**src/rtl/sccb_pkg.sv**
```systemverilog
// sccb_pkg: shared types and constants for the SCCB master.
package sccb_pkg;
    typedef enum logic [2:0] {IDLE, START_A, START_B, BIT, STOP_A, STOP_B, STOP_C, GAP} state_t;
    localparam logic SCCB_WRITE = 1'b0;
    localparam logic SCCB_READ = 1'b1;
    localparam logic [7:0] OV7670_WRITE_ID = 8'h42;
    localparam logic [1:0] Q0 = 2'd0;
    localparam logic [1:0] Q1 = 2'd1;
    localparam logic [1:0] Q2 = 2'd2;
    localparam logic [1:0] Q3 = 2'd3;
endpackage

```
**src/rtl/sccb_tick_gen.sv**
```systemverilog
// sccb_tick_gen: prescaler producing one tick every CLK_DIV clocks (one SIOC quarter-period).
// Ports: clk, rst_n (async active-low), clr (restart count from 0), tick (high on count CLK_DIV-1).
module sccb_tick_gen
    import sccb_pkg::*;
#(
    parameter int CLK_DIV = 125
) (
    input  logic clk,
    input  logic rst_n,
    input  logic clr,
    output logic tick
);
    localparam int W = $clog2(CLK_DIV);
    logic [W-1:0] cnt_q, cnt_d;
    always_comb begin
        tick = cnt_q == W'(CLK_DIV - 1);
        cnt_d = (clr || tick) ? '0 : cnt_q + 1'b1;
    end
    always_ff @(posedge clk or negedge rst_n)
        if (!rst_n) cnt_q <= '0;
        else cnt_q <= cnt_d;
endmodule

```
**src/rtl/sccb_master.sv**
```systemverilog
// sccb_master: SCCB/I2C register master with valid/ready commands, reads, ACK checking.
// Ports: cmd_valid/cmd_ready/cmd_rw/cmd_addr/cmd_wdata command channel; rsp_valid/rsp_rdata/rsp_nack
// completion pulse; busy; sioc and siod_o/siod_oe/siod_i pad signals.
module sccb_master
    import sccb_pkg::*;
#(
    parameter int CLK_DIV = 125,
    parameter logic [7:0] DEV_ID = OV7670_WRITE_ID,
    parameter int BUS_FREE = 4,
    parameter bit CHECK_ACK = 1'b1
) (
    input  logic       clk,
    input  logic       rst_n,
    input  logic       cmd_valid,
    output logic       cmd_ready,
    input  logic       cmd_rw,
    input  logic [7:0] cmd_addr,
    input  logic [7:0] cmd_wdata,
    output logic       rsp_valid,
    output logic [7:0] rsp_rdata,
    output logic       rsp_nack,
    output logic       busy,
    output logic       sioc,
    output logic       siod_o,
    output logic       siod_oe,
    input  logic       siod_i
);
    localparam int GW = $clog2(BUS_FREE + 1);
    state_t state_q, state_d;
    logic [1:0] qtr_q, qtr_d, byte_q, byte_d;
    logic [3:0] pos_q, pos_d;
    logic [GW-1:0] gap_q, gap_d;
    logic phase2_q, phase2_d, rw_q, rw_d, nack_q, nack_d, rsp_valid_q, rsp_valid_d;
    logic [7:0] addr_q, addr_d, wdata_q, wdata_d, rdata_q, rdata_d, tx_byte;
    logic sioc_q, sioc_d, siod_o_q, siod_o_d, siod_oe_q, siod_oe_d;
    logic tick, accept, rx_q, rx_d;
    sccb_tick_gen #(.CLK_DIV(CLK_DIV)) u_tick (.clk(clk), .rst_n(rst_n), .clr(accept), .tick(tick));
    assign cmd_ready = state_q == IDLE;
    assign busy = !cmd_ready;
    assign accept = cmd_valid && cmd_ready;
    assign rsp_valid = rsp_valid_q;
    assign rsp_rdata = rdata_q;
    assign rsp_nack = nack_q;
    assign sioc = sioc_q;
    assign siod_o = siod_o_q;
    assign siod_oe = siod_oe_q;
    always_comb begin
        state_d = state_q;
        qtr_d = qtr_q;
        byte_d = byte_q;
        pos_d = pos_q;
        gap_d = gap_q;
        phase2_d = phase2_q;
        rw_d = rw_q;
        addr_d = addr_q;
        wdata_d = wdata_q;
        rdata_d = rdata_q;
        nack_d = nack_q;
        rsp_valid_d = 1'b0;
        // second byte of the read phase is slave-driven data
        rx_q = phase2_q && byte_q == 2'd1;
        if (accept) begin
            state_d = START_A;
            rw_d = cmd_rw;
            addr_d = cmd_addr;
            wdata_d = cmd_wdata;
            rdata_d = '0;
            nack_d = 1'b0;
            phase2_d = 1'b0;
        end else if (tick) begin
            case (state_q)
                START_A: state_d = START_B;
                START_B: begin
                    state_d = BIT;
                    qtr_d = Q0;
                    byte_d = '0;
                    pos_d = '0;
                end
                BIT: begin
                    qtr_d = qtr_q + 2'd1;
                    if (qtr_q == Q2 && rx_q && !pos_q[3]) rdata_d = {rdata_q[6:0], siod_i};
                    if (qtr_q == Q2 && !rx_q && pos_q[3]) nack_d = nack_q | (CHECK_ACK & siod_i);
                    if (qtr_q == Q3) begin
                        pos_d = pos_q[3] ? 4'd0 : pos_q + 4'd1;
                        byte_d = pos_q[3] ? byte_q + 2'd1 : byte_q;
                        if (pos_q[3] && byte_q == (rw_q == SCCB_READ ? 2'd1 : 2'd2)) state_d = STOP_A;
                    end
                end
                STOP_A: state_d = STOP_B;
                STOP_B: state_d = STOP_C;
                STOP_C: begin
                    state_d = GAP;
                    gap_d = '0;
                end
                GAP: begin
                    gap_d = gap_q + 1'b1;
                    if (gap_q == GW'(BUS_FREE - 1)) begin
                        phase2_d = rw_q == SCCB_READ && !phase2_q;
                        state_d = phase2_d ? START_A : IDLE;
                        rsp_valid_d = !phase2_d;
                    end
                end
                default: ;
            endcase
        end
        // pad values follow the next state so they change on the same edge as the FSM
        rx_d = phase2_d && byte_d == 2'd1;
        tx_byte = byte_d == 2'd0 ? {DEV_ID[7:1], phase2_d} : byte_d == 2'd1 ? addr_q : wdata_q;
        sioc_d = state_d == BIT ? qtr_d[1] : state_d != STOP_A;
        siod_oe_d = state_d == BIT ? (pos_d[3] == rx_d) : !(state_d inside {IDLE, GAP});
        siod_o_d = state_d == BIT ? (pos_d[3] | tx_byte[~pos_d[2:0]]) : state_d inside {IDLE, START_A, STOP_C, GAP};
    end
    always_ff @(posedge clk or negedge rst_n)
        if (!rst_n) begin
            state_q <= IDLE;
            qtr_q <= Q0;
            byte_q <= '0;
            pos_q <= '0;
            gap_q <= '0;
            phase2_q <= 1'b0;
            rw_q <= SCCB_WRITE;
            addr_q <= '0;
            wdata_q <= '0;
            rdata_q <= '0;
            nack_q <= 1'b0;
            rsp_valid_q <= 1'b0;
            sioc_q <= 1'b1;
            siod_o_q <= 1'b1;
            siod_oe_q <= 1'b0;
        end else begin
            state_q <= state_d;
            qtr_q <= qtr_d;
            byte_q <= byte_d;
            pos_q <= pos_d;
            gap_q <= gap_d;
            phase2_q <= phase2_d;
            rw_q <= rw_d;
            addr_q <= addr_d;
            wdata_q <= wdata_d;
            rdata_q <= rdata_d;
            nack_q <= nack_d;
            rsp_valid_q <= rsp_valid_d;
            sioc_q <= sioc_d;
            siod_o_q <= siod_o_d;
            siod_oe_q <= siod_oe_d;
        end
endmodule
```
**config.mk**
```make
export PLATFORM = sky130hd
export DESIGN_NAME = sccb_master
export DESIGN_NICKNAME = d
export VERILOG_FILES = /design/src/rtl/sccb_pkg.sv /design/src/rtl/sccb_tick_gen.sv /design/src/rtl/sccb_master.sv
export SDC_FILE = /design/constraint.sdc
export NUM_CORES = 1
export LEC_CHECK = 0
export CORE_ASPECT_RATIO = 0.75
export CORE_UTILIZATION = 55
export DETAILED_ROUTE_END_ITERATION = 6
export PLACE_DENSITY_LB_ADDON = 0.05
export SLEW_MARGIN = 20
export SYNTH_ARGS = -nofsm -noshare
export SYNTH_HDL_FRONTEND = slang
export SYNTH_SLANG_ARGS = --single-unit
```
**constraint.sdc**
```tcl
create_clock -name clk -period 2.7 [get_ports clk]
set_clock_uncertainty 0.05 [all_clocks]
set_input_delay 0.27 -clock clk [delete_from_list [all_inputs] [get_ports clk]]
set_output_delay 0.27 -clock clk [all_outputs]
set_load 0.01 [all_outputs]
```
Word level (Yosys, flattened, before mapping)
Cells that the tools add are included.
{"block": "totals", "reg_bits": 52, "in_bits": 21, "out_inout_bits": 15, "elab_cells": 124}
{"block": "op_classes", "addsub": 5, "n_lt_le_gt_ge": 1, "n_eq_ne": 20, "mux": 46, "bitwise": 4, "n_reduce_logical": 31}
{"cell": "8-bit 2-to-1 mux", "n": 6}
{"cell": "3-bit case mux with 7 select lines", "n": 1}
{"cell": "3-bit equality test, second input constant", "n": 6}
{"cell": "1-bit 2-to-1 mux", "n": 17}
{"cell": "4-bit 2-to-1 mux", "n": 4}
{"cell": "3-bit 2-to-1 mux", "n": 5}
{"cell": "2-bit 2-to-1 mux", "n": 7}
{"cell": "2-bit nonzero test", "n": 7}
{"cell": "3-bit by 2-bit equality test with 1-bit output, second input constant", "n": 4}
{"cell": "3-bit AND reduction", "n": 4}
{"cell": "1-bit logical AND", "n": 9}
{"cell": "2-bit case mux with 2 select lines", "n": 2}
{"cell": "4-bit case mux with 2 select lines", "n": 1}
{"cell": "7-bit by 1-bit adder with 7-bit output, second input constant", "n": 1}
{"cell": "7-bit equality test, second input constant", "n": 1}
{"cell": "7-bit 2-to-1 mux", "n": 1}
{"cell": "3-bit by 1-bit equality test with 1-bit output, second input constant", "n": 2}
{"cell": "1-bit zero test", "n": 6}
{"cell": "3-bit zero test", "n": 2}
{"cell": "3-bit case mux with 2 select lines", "n": 1}
{"cell": "2-bit by 1-bit adder with 2-bit output, second input constant", "n": 2}
{"cell": "4-bit by 1-bit adder with 4-bit output, second input constant", "n": 1}
{"cell": "2-bit by 1-bit equality test with 1-bit output, second input constant", "n": 2}
{"cell": "2-bit equality test, second input constant", "n": 2}
{"cell": "other kinds (12)", "n": 13}

Logic depth before layout (Yosys ltp)
{"block": "logic_depth", "depth_word": 13, "depth_mapped": 12, "depth_no_buf": 10}

Hierarchy
A second synthesis with hierarchy kept.
{"block": "hier_totals", "hier_cells": 257, "area_unflattened_um2": 2681.3}
{"mod": "sccb_master", "instances": 1, "cells_per_inst": 225, "area_per_inst_um2": 2323.5, "seq_area_each_um2": 1128.6}
{"mod": "sccb_tick_gen", "instances": 1, "cells_per_inst": 32, "area_per_inst_um2": 357.8, "seq_area_each_um2": 175.2}

Worst setup path before layout
Ideal clock, no wire load.
{"block": "synth_timing", "kind": "flip-flop to flip-flop", "from": "register u_tick.cnt_q[0]", "to": "register siod_o_q, in the netlist siod_o", "setup_ns": 0.080, "arrival_time_ns": 2.093, "required_time_ns": 2.570, "setup_slack_ns": 0.477, "path_stages_with_launch": 13, "n_path_buf": 2, "synth_period_minus_slack_ns": 2.223, "path_cell_list": "dfrtp_1 -> inv_1 -> ha_1 -> nand4b_4 -> o31ai_1 -> and2_1 -> buf_6 -> inv_4 -> buf_6 -> a2111oi_4 -> a211oi_2 -> a31oi_1 -> nor3_2"}
{"block": "synth_between", "elab_chain_cells": 10, "elab_cells_between_ends": 24, "classes_between": "eq/ne (6); mux (13); bitwise (2); reduce/logical (3)"}
{"item": "from (decl)", "line_no": "sccb_tick_gen.sv:14", "text": "logic [W-1:0] cnt_q, cnt_d;"}
{"item": "from (signal assigned)", "line_no": "sccb_tick_gen.sv:21", "text": "else cnt_q <= cnt_d;"}
{"item": "7-bit equality test *", "line_no": "sccb_tick_gen.sv:16", "text": "tick = cnt_q == W'(CLK_DIV - 1);"}
{"item": "2-bit 2-to-1 mux *", "line_no": "sccb_master.sv:70", "text": "end else if (tick) begin"}
{"item": "2-bit 2-to-1 mux *", "line_no": "sccb_master.sv:62", "text": "if (accept) begin"}
{"item": "via byte_d[1]", "line_no": "sccb_master.sv:30", "text": "logic [1:0] qtr_q, qtr_d, byte_q, byte_d;"}
{"item": "2-bit by 1-bit equality test with 1-bit output", "line_no": "sccb_master.sv:108", "text": "tx_byte = byte_d == 2'd0 ? {DEV_ID[7:1], phase2_d} : byte_d == 2'd1 ? addr_q : wdata_q;"}
{"item": "8-bit 2-to-1 mux", "line_no": "sccb_master.sv:108"}
{"item": "8-bit 2-to-1 mux *", "line_no": "sccb_master.sv:108"}
{"item": "1-bit binary-select mux with 3-bit select *", "line_no": "sccb_master.sv:111", "text": "siod_o_d = state_d == BIT ? (pos_d[3] | tx_byte[~pos_d[2:0]]) : state_d inside {IDLE, START_A, STOP_C, GAP};"}
{"item": "1-bit 2-to-1 mux (not written as such) *", "line_no": "sccb_master.sv:111"}
{"item": "1-bit bitwise OR *", "line_no": "sccb_master.sv:111"}
{"item": "1-bit 2-to-1 mux *", "line_no": "sccb_master.sv:111"}
{"item": "via siod_o_d", "line_no": "sccb_master.sv:35", "text": "logic sioc_q, sioc_d, siod_o_q, siod_o_d, siod_oe_q, siod_oe_d;"}
{"item": "to (signal assigned)", "line_no": "sccb_master.sv:144", "text": "siod_o_q <= siod_o_d;"}
{"item": "to (decl)", "line_no": "sccb_master.sv:35"}
The timed path passes the listed nets; every way through them passes the cells marked *. The select of a mux whose other input is x is not followed.
A chain may end at the register's enable or synchronous reset.

Worst setup path in the final report
{"block": "layout_timing", "from": "register u_tick.cnt_q[0]", "to": "register siod_o_q, in the netlist siod_o"}
{"block": "layout_between", "elab_cells_between_ends": 24, "classes_between": "eq/ne (6); mux (13); bitwise (2); reduce/logical (3)"}
{"item": "7-bit equality test", "line_no": "sccb_tick_gen.sv:16"}
{"item": "4-bit 2-to-1 mux", "line_no": "sccb_master.sv:70"}
{"item": "4-bit 2-to-1 mux", "line_no": "sccb_master.sv:62"}
{"item": "via pos_d[0]", "line_no": "sccb_master.sv:31", "text": "logic [3:0] pos_q, pos_d;"}
{"item": "3-bit NOT", "line_no": "sccb_master.sv:111"}
{"item": "1-bit binary-select mux with 3-bit select", "line_no": "sccb_master.sv:111"}
{"item": "1-bit 2-to-1 mux (not written as such)", "line_no": "sccb_master.sv:111"}
{"item": "1-bit bitwise OR", "line_no": "sccb_master.sv:111"}
{"item": "1-bit 2-to-1 mux", "line_no": "sccb_master.sv:111"}
{"item": "via siod_o_d", "line_no": "sccb_master.sv:35"}
The timed path passes the listed nets, and every way through them passes these cells. The select of a mux whose other input is x is not followed.

==> impl_results.md <==
- NumNets Final: 364
- Commonest non-fill, non-tap cell in the layout: nand2_1
- Buffers and inverters on the worst path: 2
- Final hold violation count: 0
- Initial Utilization: 57.2%
- Core ar.: between 0.004 and 0.005 mm^2
- Violated checks: DRC
- Hold Path Class: in -> async
- Max VDD drop: 0.268 mV
- Clock transition at path regs: around 90 ps
- First-pass GRT wire length: roughly 9900 um
- Synth Register Bits: 52
- Post-Layout Cell Count: 396
- Total CTS buffers: 5
- Sequential fraction of the synthesis area: 46.8%
- Congestion Overflow GR: 0
- Pwr/cell area: about 420 mW/mm^2
- Largest net degree at the start of global routing: 30
- Final setup TNS: 0 ps
- Yosys warns: 0
- Max-cap check violation count: 0
- Skew-Pair Late Insertion Delay: around 300 ps
- Avg Inst Size Synth: around 9.4 um^2
- Vias/cell: 5.56
- Drt wl/cell: around 15 um
- CTS H-tree depth: 2
- Ant diodes: 0
- Dpl hpwl: approximately 4300 um
- Layout cells sized above 1: 9.52%
- Setup crit end kind: flop
- Vias: roughly 2200
- RSZ-0062 raised after global routing: false
- GRT Util Overall: 23.9%
- Top_reg_cell synth: dfrtp_1
- Most frequent cells in the layout: nand2_1 (72), dfrtp_1 (50), clkdlybuf4s50_1 (34), nand3_1 (17), nor2_1 (17)
- Number of port buffers: 35
- Rows: 22
- Post-Route WL: 5810 um
- Final period util: 91.3%
- CP Cell Sequence: inv_1, ha_1, nand4b_4, o31ai_1, o21a_2, clkinv_4, a2111oi_2, a211oi_2, a31oi_1, nor3_2
- Yosys cell types: between 50 and 60
- Delay-heaviest family, CP: compound AO/OA/AOI/OAI gates
- FMAX: approximately 400 MHz
- DIE AREA: approximately 0.0054 mm^2
- Async SR Flop Fraction: between 90% and 100%
- Post-Syn Nets: about 320
- Clock buffer depth: 2
- Total power draw: about 1.4 mW
- Final GP Congestion: between 0.9 and 1
- Slew Limit Fails: 0
- Remaining antenna violation count after routing: 0
- Post-synthesis instance area: ~0.0028 mm^2
- Worst EP required: 2880 ps
- Critical path's largest stage delay: between 400 and 500 ps
- Fin crit period: around 2500 ps
- Placed insts: between 300 and 400
- Pin slew with the least headroom to its limit: 477 ps
- WS Path Type: reg -> reg
- Startpoint Class: flop
- Chip Width: 84.2 um
- Slew HR: just under 70%
- Area grow syn2layout: 19.9%
- Die Height: roughly 64 um
- Vias in the first global route: 1945
- Clk root buf: clkbuf_8
- Clk sink count: between 50 and 60
- Initial antenna violation count: 0
- Io pins: 36
- Syn Inst Count: between 200 and 300
- Leakage: between 1 and 1.5 nW
- DRT iter0 DRCs: 180
- DRC: 6
- Status: complete, but fails checks
- Final setup viols: 0
- WP data arrival: 2650 ps
- CP max-delay cell: dfrtp_1
- CP max FO: 8
- CTS tree: built
- First drt pass iteration count: 7
- Post-synth EDFFs: 0
worst paths after layout:
| path | startpoint | slack [ps] | endpoint | cells past startpoint |
|---|---|---|---|---|
| setup / recovery | u_tick.cnt_q[0]$_DFF_PN0_ | 240 | siod_o$_DFF_PN1_ | 10 |
| hold / removal | rst_n | 430 | pos_q[1]$_DFF_PN0_ | 3 |
| setup reg to reg | u_tick.cnt_q[0]$_DFF_PN0_ | 240 | siod_o$_DFF_PN1_ | 10 |
| hold reg to reg | addr_q[2]$_DFFE_PN0P_ | 440 | addr_q[2]$_DFFE_PN0P_ | 2 |
| max in group asynchronous | rst_n | 1850 | qtr_q[0]$_DFFE_PN0P_ | 3 |
| min in group clk | cmd_addr[6] | 430 | addr_q[6]$_DFFE_PN0P_ | 3 |
area by class of cell:
cell class	instances	area [um^2]
Sequential cell	52	1300
Fill cell	408	1530
Clock buffer	5	68.8
Inverter	15	63.8
Tap cell	60	75.1
Timing Repair Buffer	44	415
Clock inverter	3	42.5
Multi-Input combinational cell	217	1370
repair_timing:
item / CTS / global route
gates resized for setup: 0 / 1
endpoints found under the setup margin: 0 / 1
setup buffers: 0 / 0
endpoints found under the hold margin: 50 / 0
hold buffers: 1 / 0
per-layer routing:
| layer | track usage (%) | share of wire, % | up-vias |
|---|---|---|---|
| li1 | - | - | 1097 |
| met1 | 38.1 | 52 | 1042 |
| met2 | 33.5 | 42 | 59 |
| met3 | 4.46 | 5.6 | 5 |
| met4 | 4.53 | 0.50 | 0 |
| met5 | 0 | 0 | - |
Yosys cell counts, types with 2 or more instances:
cell	number	share of area [%]
ha_1	8	3.6
nand2b_1	6	1.3
nand3b_1	2	0.54
nand2_1	72	9.7
and3b_1	2	0.63
nand4_1	4	0.90
buf_2	2	0.36
a31oi_1	2	0.45
buf_6	2	0.81
and2_1	2	0.45
nor3_1	3	0.54
a21oi_1	5	0.90
dfrtp_1	50	45
clkbuf_1	7	0.94
o211ai_1	4	1.1
mux2i_1	11	4.0
o21ai_0	9	1.6
nor2_1	17	2.3
xnor2_1	2	0.63
o21bai_1	2	0.54
nor4_1	2	0.45
nand3_1	17	3.1
nor3b_1	2	0.54
dfstp_2	2	1.9
o21ai_1	2	0.36
xor2_1	4	1.3
or2_0	2	0.45
o21a_1	4	1.1
inv_1	12	1.6
nor2b_1	4	0.90
o31ai_1	3	0.81
or3_1	2	0.45
and3_1	3	0.67
stage by stage:
stage | area (um^2) | hold slack, ps | utilization, % | setup slack, ps
floorplan | 2790 | -75.6 | - | 477
global placement | 3220 | 226 | 66.0 | 340
detailed placement | 3220 | 227 | 66.0 | 198
CTS | 3340 | 430 | 68.5 | 183
global route | 3340 | 433 | 68.5 | 42.2
finish | 3340 | 428 | 68.5 | 236
worst reg2reg max path, stage by stage (launching register included):
cell and delay (ps):
dfrtp_1 430, inv_1 80, ha_1 260, nand4b_4 190
o31ai_1 290, o21a_2 250, clkinv_4 110, a2111oi_2 390
a211oi_2 80, a31oi_1 190, nor3_2 80
sequential cells by signal (all words and copies together) (netlist names), 2 cells and up:
name / flops
addr_q: 8
byte_q: 2
gap_q: 3
pos_q: 4
qtr_q: 2
rsp_rdata: 8
state_q: 3
u_tick.cnt_q: 7
wdata_q: 8
cells by family after synthesis:
kind of cell	count (synthesis)	synth area share (%)
flip-flops	52	46.8
AO/OA/AOI/OAI	43	11.9
adder cells (fa/ha/maj)	8	3.59
buffers and inverters	26	4.40
XOR/XNOR	6	1.89
AND/OR/NAND/NOR	149	27.5
multiplexers	11	3.95
report_power, final:
group	internal [mW]	switching, mW
Clock	0.274	0.252
Combinational	0.0465	0.0342
Sequential	0.797	0.0148
Total	1.12	0.301
(Power assumes the default switching activity.)
